### src/rtl/seg7_pkg.sv
// Shared constants and types for the 8-digit scanned 7-segment display.
// Contents:
//   NUM_DIGITS  - number of time-multiplexed digits
//   SEG_BLANK   - all segments off, dp off (active-low)
//   SEG_CODES   - 16-entry hex font, active-low, bit order g..a
//   digit_idx_t - scan position, wraps 7 -> 0
package seg7_pkg;

  localparam int unsigned NUM_DIGITS = 8;
  localparam int unsigned DIGIT_W    = 3;
  localparam int unsigned SEG_W      = 7;

  localparam logic [7:0] SEG_BLANK = 8'hFF;

  typedef logic [DIGIT_W-1:0] digit_idx_t;

  // Active-low g..a patterns for 0-F; dp is added separately by the top.
  localparam logic [SEG_W-1:0] SEG_CODES [16] = '{
    7'h40, 7'h79, 7'h24, 7'h30,
    7'h19, 7'h12, 7'h02, 7'h78,
    7'h00, 7'h10, 7'h08, 7'h03,
    7'h46, 7'h21, 7'h06, 7'h0E
  };

endpackage

### src/rtl/seg7_hex_decode.sv
// Combinational hex nibble to active-low 7-segment pattern.
// Ports:
//   nibble - 4-bit value to show
//   seg_c  - segments g..a, active-low (combinational)
module seg7_hex_decode
  import seg7_pkg::*;
(
  input  logic [3:0]       nibble,
  output logic [SEG_W-1:0] seg_c
);

  assign seg_c = SEG_CODES[nibble];

endmodule

### src/rtl/seg7_scan_display.sv
// Latches a 32-bit debug word (pc/inst) and shows it in hex on an 8-digit
// common-anode multiplexed 7-segment display. All pin outputs are registered.
// Optional macro SEG7_BLANK_LEADING_ZERO_EN blanks leading zero digits
// (digit 0 always shown).
// Ports:
//   clk     - system clock, rising edge
//   reset   - synchronous, active-high
//   cs      - load strobe, captures i_data on each edge where high
//   i_data  - word to display
//   o_seg   - segments, active-low, [7]=dp (always off), [6:0]=g..a
//   o_sel   - digit select, active-low one-hot, bit 0 = rightmost digit
//   o_frame - one-cycle pulse at the end of each 8-digit scan
module seg7_scan_display
  import seg7_pkg::*;
#(
  parameter int unsigned SCAN_DIV = 100000,
  parameter int unsigned CNT_W    = 17
) (
  input  logic        clk,
  input  logic        reset,
  input  logic        cs,
  input  logic [31:0] i_data,
  output logic [7:0]  o_seg,
  output logic [7:0]  o_sel,
  output logic        o_frame
);

  localparam logic [CNT_W-1:0] DIV_LAST   = CNT_W'(SCAN_DIV - 1);
  localparam digit_idx_t       LAST_DIGIT = DIGIT_W'(NUM_DIGITS - 1);

  logic [31:0]      data_reg;
  logic [CNT_W-1:0] div_cnt;
  digit_idx_t       digit_idx;

  logic [3:0]       nibble_c;
  logic [SEG_W-1:0] seg_code_c;
  logic             blank_c;
  logic             div_wrap_c;

  // Current digit's nibble, blanking decision and prescaler wrap, all from
  // pre-edge state so the registered outputs lag by exactly one cycle.
  always_comb begin
    nibble_c   = 4'(data_reg >> {digit_idx, 2'b00});
    div_wrap_c = (div_cnt == DIV_LAST);
    blank_c    = 1'b0;
`ifdef SEG7_BLANK_LEADING_ZERO_EN
    blank_c    = (digit_idx != '0) &&
                 ((data_reg >> {digit_idx, 2'b00}) == 32'd0);
`endif
  end

  seg7_hex_decode u_dec (
    .nibble (nibble_c),
    .seg_c  (seg_code_c)
  );

  // Capture register, prescaler, scan counter and output registers.
  always_ff @(posedge clk) begin
    if (reset) begin
      data_reg  <= '0;
      div_cnt   <= '0;
      digit_idx <= '0;
      o_seg     <= SEG_BLANK;
      o_sel     <= 8'hFF;
      o_frame   <= 1'b0;
    end else begin
      if (cs) data_reg <= i_data;

      if (div_wrap_c) begin
        div_cnt   <= '0;
        digit_idx <= digit_idx + DIGIT_W'(1);
      end else begin
        div_cnt   <= div_cnt + CNT_W'(1);
      end

      o_sel   <= ~(8'(1) << digit_idx);
      o_seg   <= blank_c ? SEG_BLANK : {1'b1, seg_code_c};
      o_frame <= div_wrap_c && (digit_idx == LAST_DIGIT);
    end
  end

endmodule

### config.mk
export PLATFORM = sky130hd
export DESIGN_NAME = seg7_scan_display
export DESIGN_NICKNAME = d
export VERILOG_FILES = /design/src/rtl/seg7_pkg.sv /design/src/rtl/seg7_hex_decode.sv /design/src/rtl/seg7_scan_display.sv
export SDC_FILE = /design/constraint.sdc
export NUM_CORES = 1
export LEC_CHECK = 0
export CORE_ASPECT_RATIO = 1.2
export CORE_MARGIN = 1.5
export CORE_UTILIZATION = 47
export DETAILED_ROUTE_END_ITERATION = 16
export PLACE_DENSITY = 0.75
export SLEW_MARGIN = 20
export SYNTH_ARGS = -nofsm -noshare
export SYNTH_HDL_FRONTEND = slang
export SYNTH_SLANG_ARGS = --single-unit
### constraint.sdc
create_clock -name clk -period 2.2 [get_ports clk]
set_input_delay 0.44 -clock clk [delete_from_list [all_inputs] [get_ports clk]]
set_output_delay 0.44 -clock clk [all_outputs]
set_load 0.05 [all_outputs]
* After elaboration in Yosys (flattened, before gate mapping)
Memories as Yosys holds them, arrays and structs flattened. A register that Yosys moved wholly into a read port is not among the register bits.
Index checks and enable logic that the tools add are counted.
** Operators by class
- Add/subtract/negate cells :: 2
- Eq/ne operators :: 2
- Shifts and indexed selects :: 2
- Bitwise logic cells :: 2
- Reductions and logical operators :: 2
** Operators by type and width (number)
- >> shifter 32 x 5 -> 4 bit :: 1
- adder 17 x 1 -> 17 bit, second input constant :: 1
- equality test 17 bit, second input constant :: 1
- NOT 8 bit :: 1
- left shift 1 x 3 -> 8 bit, first input constant :: 1
- NOT 4 -> 5 bit :: 1
- adder 3 x 1 -> 3 bit, second input constant :: 1
- equality test 3 bit, second input constant :: 1
- OR reduction 2 bit :: 1
- logical AND 1 bit :: 1
** Word-level totals
- Register bits after elaboration :: 62
- Bits in read-only memories :: 112
- Input port bits :: 35
- Output and inout bits :: 17
- Logic and storage cells :: 17
- Memories kept :: 1
** Memory list
- (name not given) :: depth 16, bits a word 7, read ports 1, clocked after memory_dff 1, wr ports 0, line seg7_hex_decode.sv:12 : assign seg_c = SEG_CODES[nibble];

* Depth between registers and ports, before layout
- Depth in word-level cells :: 2
- Mapped depth :: 8
- Mapped depth without buffers :: 7

* Cells and area by module
Synthesis repeated with hierarchy kept, for this count alone.
** Second synthesis, totals
- Cells, all modules :: 308
- Area total of the unflattened synthesis :: 3086.7 um^2
** Modules (own cells, without submodules)
- seg7_scan_display :: instances 1, cells an instance 276, area each 2811.4 um^2, seq. area each 1361.3 um^2
- seg7_hex_decode :: instances 1, cells an instance 32, area each 275.3 um^2, seq. area each 0.0 um^2

* Worst setup path before layout
No wires, ideal clock.
- Path type :: reg-to-reg
- Start :: register digit_idx[0]
- End :: register o_seg[0]
- Setup time :: 133 ps
- Arrival :: 2003 ps
- Data required time :: 2067 ps
- Setup slack :: 64 ps
- Cell stages (with the launch flop) :: 8
- Path buffers :: 1
- Clock period less this slack :: 2136 ps
- Cells stage by stage :: dfxtp_1 buf_6 mux4_2 mux2_2 ha_1 a211o_1 o21ai_1 o21ai_1
** On the way
- Word-level cells in the longest chain between the ends :: 2
** Ends and longest elaborated chain
- start: declaration :: line seg7_scan_display.sv:33 : digit_idx_t digit_idx;
- start signal: assignment :: line seg7_scan_display.sv:71 : digit_idx <= digit_idx + DIGIT_W'(1);
- >> shifter 32 x 5 -> 4 bit :: line seg7_scan_display.sv:43 : nibble_c = 4'(data_reg >> {digit_idx, 2'b00});
- NOT 4 -> 5 bit (not written as such) :: line seg7_hex_decode.sv:12
- end: declaration :: line seg7_scan_display.sv:23 : output logic [7:0] o_seg,
Every way passes these cells.
A chain may end at the register's enable or synchronous reset.

* Worst setup path after layout
Same ends and word-level chain as after synthesis.

==> run summary <==
The run finished with clean final reports. Summed over all cells, the static leakage comes to 1.56 nW. Power spread over the standard cell area amounts to 715 mW/mm^2. The tools report the number of resized instances in the post-cts repair step as 0. Yosys printed 0 warnings. In the routed layout, each cell is associated on average with a via count of 5.15. In this run the mean area of a mapped cell was 10.2 sq um. The horizontal die dimension is 75.7 um, and the clock sink count is 68. Grouping stages by cell kind, the critical path spends the most delay in multiplexers.

The floorplan core area was 0.00609 sq mm; the number of H-tree levels was 3. The logs give 2.34 ns for the arrival time reported for the critical path endpoint and 0 for the final antenna diode count. The relative max-transition margin was 0.571; the number of maximum-capacitance constraint violations was 0. The post-route fraction of the period consumed by the critical path works out to 0.960. The tools report the number of hold-slack violations in the final timing report as 0. Entering global routing, the biggest net connects 40 pins. The clock-pin slew reported for the worst setup and hold paths after clock tree synthesis is 0.07 ns. Counting every net in the synthesized netlist gives 341. The clock latency of the later-clocked register in the worst-skew pair is 0.35 ns, and the async set-reset flop share out of synthesis is 0. TritonCTS built the clock tree. Slew at the pin closest to its max-slew limit: 0.638 ns. Most common library cell in the layout ignoring fill and taps: dfxtp_1.

The die area came out at 0.00683 sq mm. In this run the worst path has a maximum fanout of 6. The worst stage delay on the critical path works out to 0.50 ns. The run gives 2 as the maximum number of buffers from clock root to sink. Fill cells in the final layout number 553. The final routed DRC violation total is 0. In this run, synthesis inferred 0 flip-flops with an integrated enable.

The count of different cell masters after synthesis was 45; the total via count after detailed routing was 2216. The critical path is of the flip-flop to flip-flop type. For this block, the routed nets add up to 5920 um of wire. The overall routing resource usage came out at 0.190. The worst hold path belongs to the class flip-flop to flip-flop.

The first detailed-routing pass took 4 iterations. For the number of antenna violations at the first check in global routing, the log shows 0. For the count of final setup violators, the log shows 0. Most repeated library cell on the critical path: o21ai_1. The max-slew violation count came out at 0. Final hold analysis gives a worst-case slack of 0.468 ns.

The buffer cell driving the clock tree root is clkbuf_8. Between clock sinks in the finished design, the worst skew comes to 0.0112 ns. The detailed placer's ending HPWL was 4190 um; the die extent in y was 90.3 um. At the end of the flow, the number of nets in the layout was 393. In the layout the commonest cells are 68 x dfxtp_1, 58 x nor2_1, 49 x clkdlybuf4s50_1. Number of placed instances with taps included: 416. The logs give 9 for the number of buffers added by the clock tree synthesis step and 31 for the floorplan row count.

For this run, the number of standard cells in the final layout without fillers is 430. The worst supply voltage drop on vdd was 0.500 mV; the gate count of the mapped netlist was 293. The synthesized design contains 68 register bits. The first global-routing pass estimated 9890 um of wire. The run gives 0.490 as the initial core utilization. The critical path buffer and inverter count was 1. The data required time at the worst endpoint came out at 2.43 ns. The number of buffers inserted to repair setup after CTS is 0, and the number of design-rule violations left by the first detailed-router iteration is 137.

The slowest stage of the critical path is the mux4_2 cell. STA classifies the critical path endpoint as a flip-flop. During placement, the flow inserted port buffers numbering 50.

The overall overflow remaining after global route is 0. The maximum frequency from static timing analysis came out at 473 MHz. Walking the worst path, the cells encountered are buf_4 > mux4_2 > mux2_2 > ha_2 > a211o_1 > o21ai_1 > o21ai_1. The multi-input combinational cells in the finished layout cover a total of 0.00151 sq mm. After detailed routing, the average wire length per cell comes to 13.8 um.

Routability-driven placement finished with a final weighted congestion of 0.856. For this run, the leading register cell type out of synthesis is dfxtp_1. The sequential share of the synthesized area is 0.457, and the minimum period implied by the final worst setup slack is 2.11 ns. The logs give 0.09 ns for the worst-case register-to-register setup slack and 0 for the number of nets still failing antenna checks after routing. The mapped netlist covers 0.00298 sq mm. Summing all flip-flop and latch instances after layout gives 0.00136 sq mm. The run gives 2087 as the number of global-route vias before repair.

From synthesis to final layout, the design area changed by 26.4%. The run gives 52 as the top-level port count. The startpoint kind of the worst setup timing path was a flip-flop. The flip-flop count of the largest register, all copies and words added is 32. The number of hold buffers added after CTS was 0.

The share of layout cells above drive strength 1 was 0.106.
==> metal layers <==
layer  vias to the layer above  track usage  wire length (um)
met2                        66        0.284              2770
li1                       1107            -                 -
met3                         8       0.0513               261
met4                         0       0.0848               116
met5                         -            0                 0
met1                      1035        0.253              2770
==> final cells by class <==
type	instances	share of cell area
Multi-Input combinational cell	202	0.401
Sequential cell	68	0.361
Timing Repair Buffer	56	0.147
Clock buffer	13	0.0475
Tap cell	82	0.0272
Clock inverter	1	0.00797
Inverter	8	0.00797
==> cells by family after synthesis <==
| group | after synthesis | synth area share |
|---|---|---|
| flops | 68 | 0.457 |
| simple gates | 103 | 0.151 |
| xor+xnor | 16 | 0.0470 |
| other cells | 1 | 0.00126 |
| buf+inv | 23 | 0.0378 |
| compound gates | 18 | 0.0457 |
| mux | 51 | 0.206 |
| fa+ha+maj | 13 | 0.0546 |
==> cell usage after synthesis (2+ instances only) <==
library cell / instances / area [sq um]
and3_1: 5 / 31.3
buf_2: 3 / 15.0
clkbuf_1: 8 / 30.0
dfxtp_1: 68 / 1360
ha_1: 13 / 163
inv_1: 5 / 18.8
inv_2: 3 / 11.3
mux2_1: 2 / 22.5
mux2i_1: 40 / 400
mux4_1: 2 / 52.6
mux4_2: 4 / 90.1
nand2_1: 16 / 60.1
nand3_1: 11 / 55.1
nand4_1: 3 / 18.8
nor2_1: 58 / 218
nor4_1: 3 / 18.8
o211ai_1: 2 / 15.0
o21ai_1: 4 / 20.0
o221ai_1: 3 / 26.3
xnor2_1: 6 / 52.6
xor2_1: 10 / 87.6
==> final timing paths <==
check	from	end	cells past startpoint
setup reg to reg	digit_idx[0]	o_seg[0]	7
hold reg to reg	div_cnt[0]	div_cnt[0]	1
setup / recovery	digit_idx[0]	o_seg[0]	7
hold / removal	div_cnt[0]	div_cnt[0]	1
==> stage by stage <==
stage          instance area, sq um  power (mW)  TNS (ns)  setup WS (ns)  utilization
3_5_place_dp                   3550        1.64         0         0.0596        0.584
4_1_cts                        3760        2.71         0         0.0433        0.618
2_1_floorplan                  2980        1.53         0         0.0641            -
3_3_place_gp                   3550        1.64         0          0.117        0.584
6_report                       3770        2.70         0         0.0878        0.619
5_1_grt                        3770        2.80   -0.0255        -0.0255        0.619
==> worst register-to-register path, stage by stage (launching register included) <==
cell	delay [ns]
dfxtp_1	0.34
buf_4	0.17
mux4_2	0.50
mux2_2	0.34
ha_2	0.23
a211o_1	0.26
o21ai_1	0.08
o21ai_1	0.08
==> report_power, final <==
group          total, mW  internal [mW]  switching, mW
Combinational      0.307          0.150          0.157
Sequential          1.31           1.28         0.0266
Clock               1.08          0.635          0.443
Total               2.70           2.07          0.627
(Power assumes the default switching activity.)
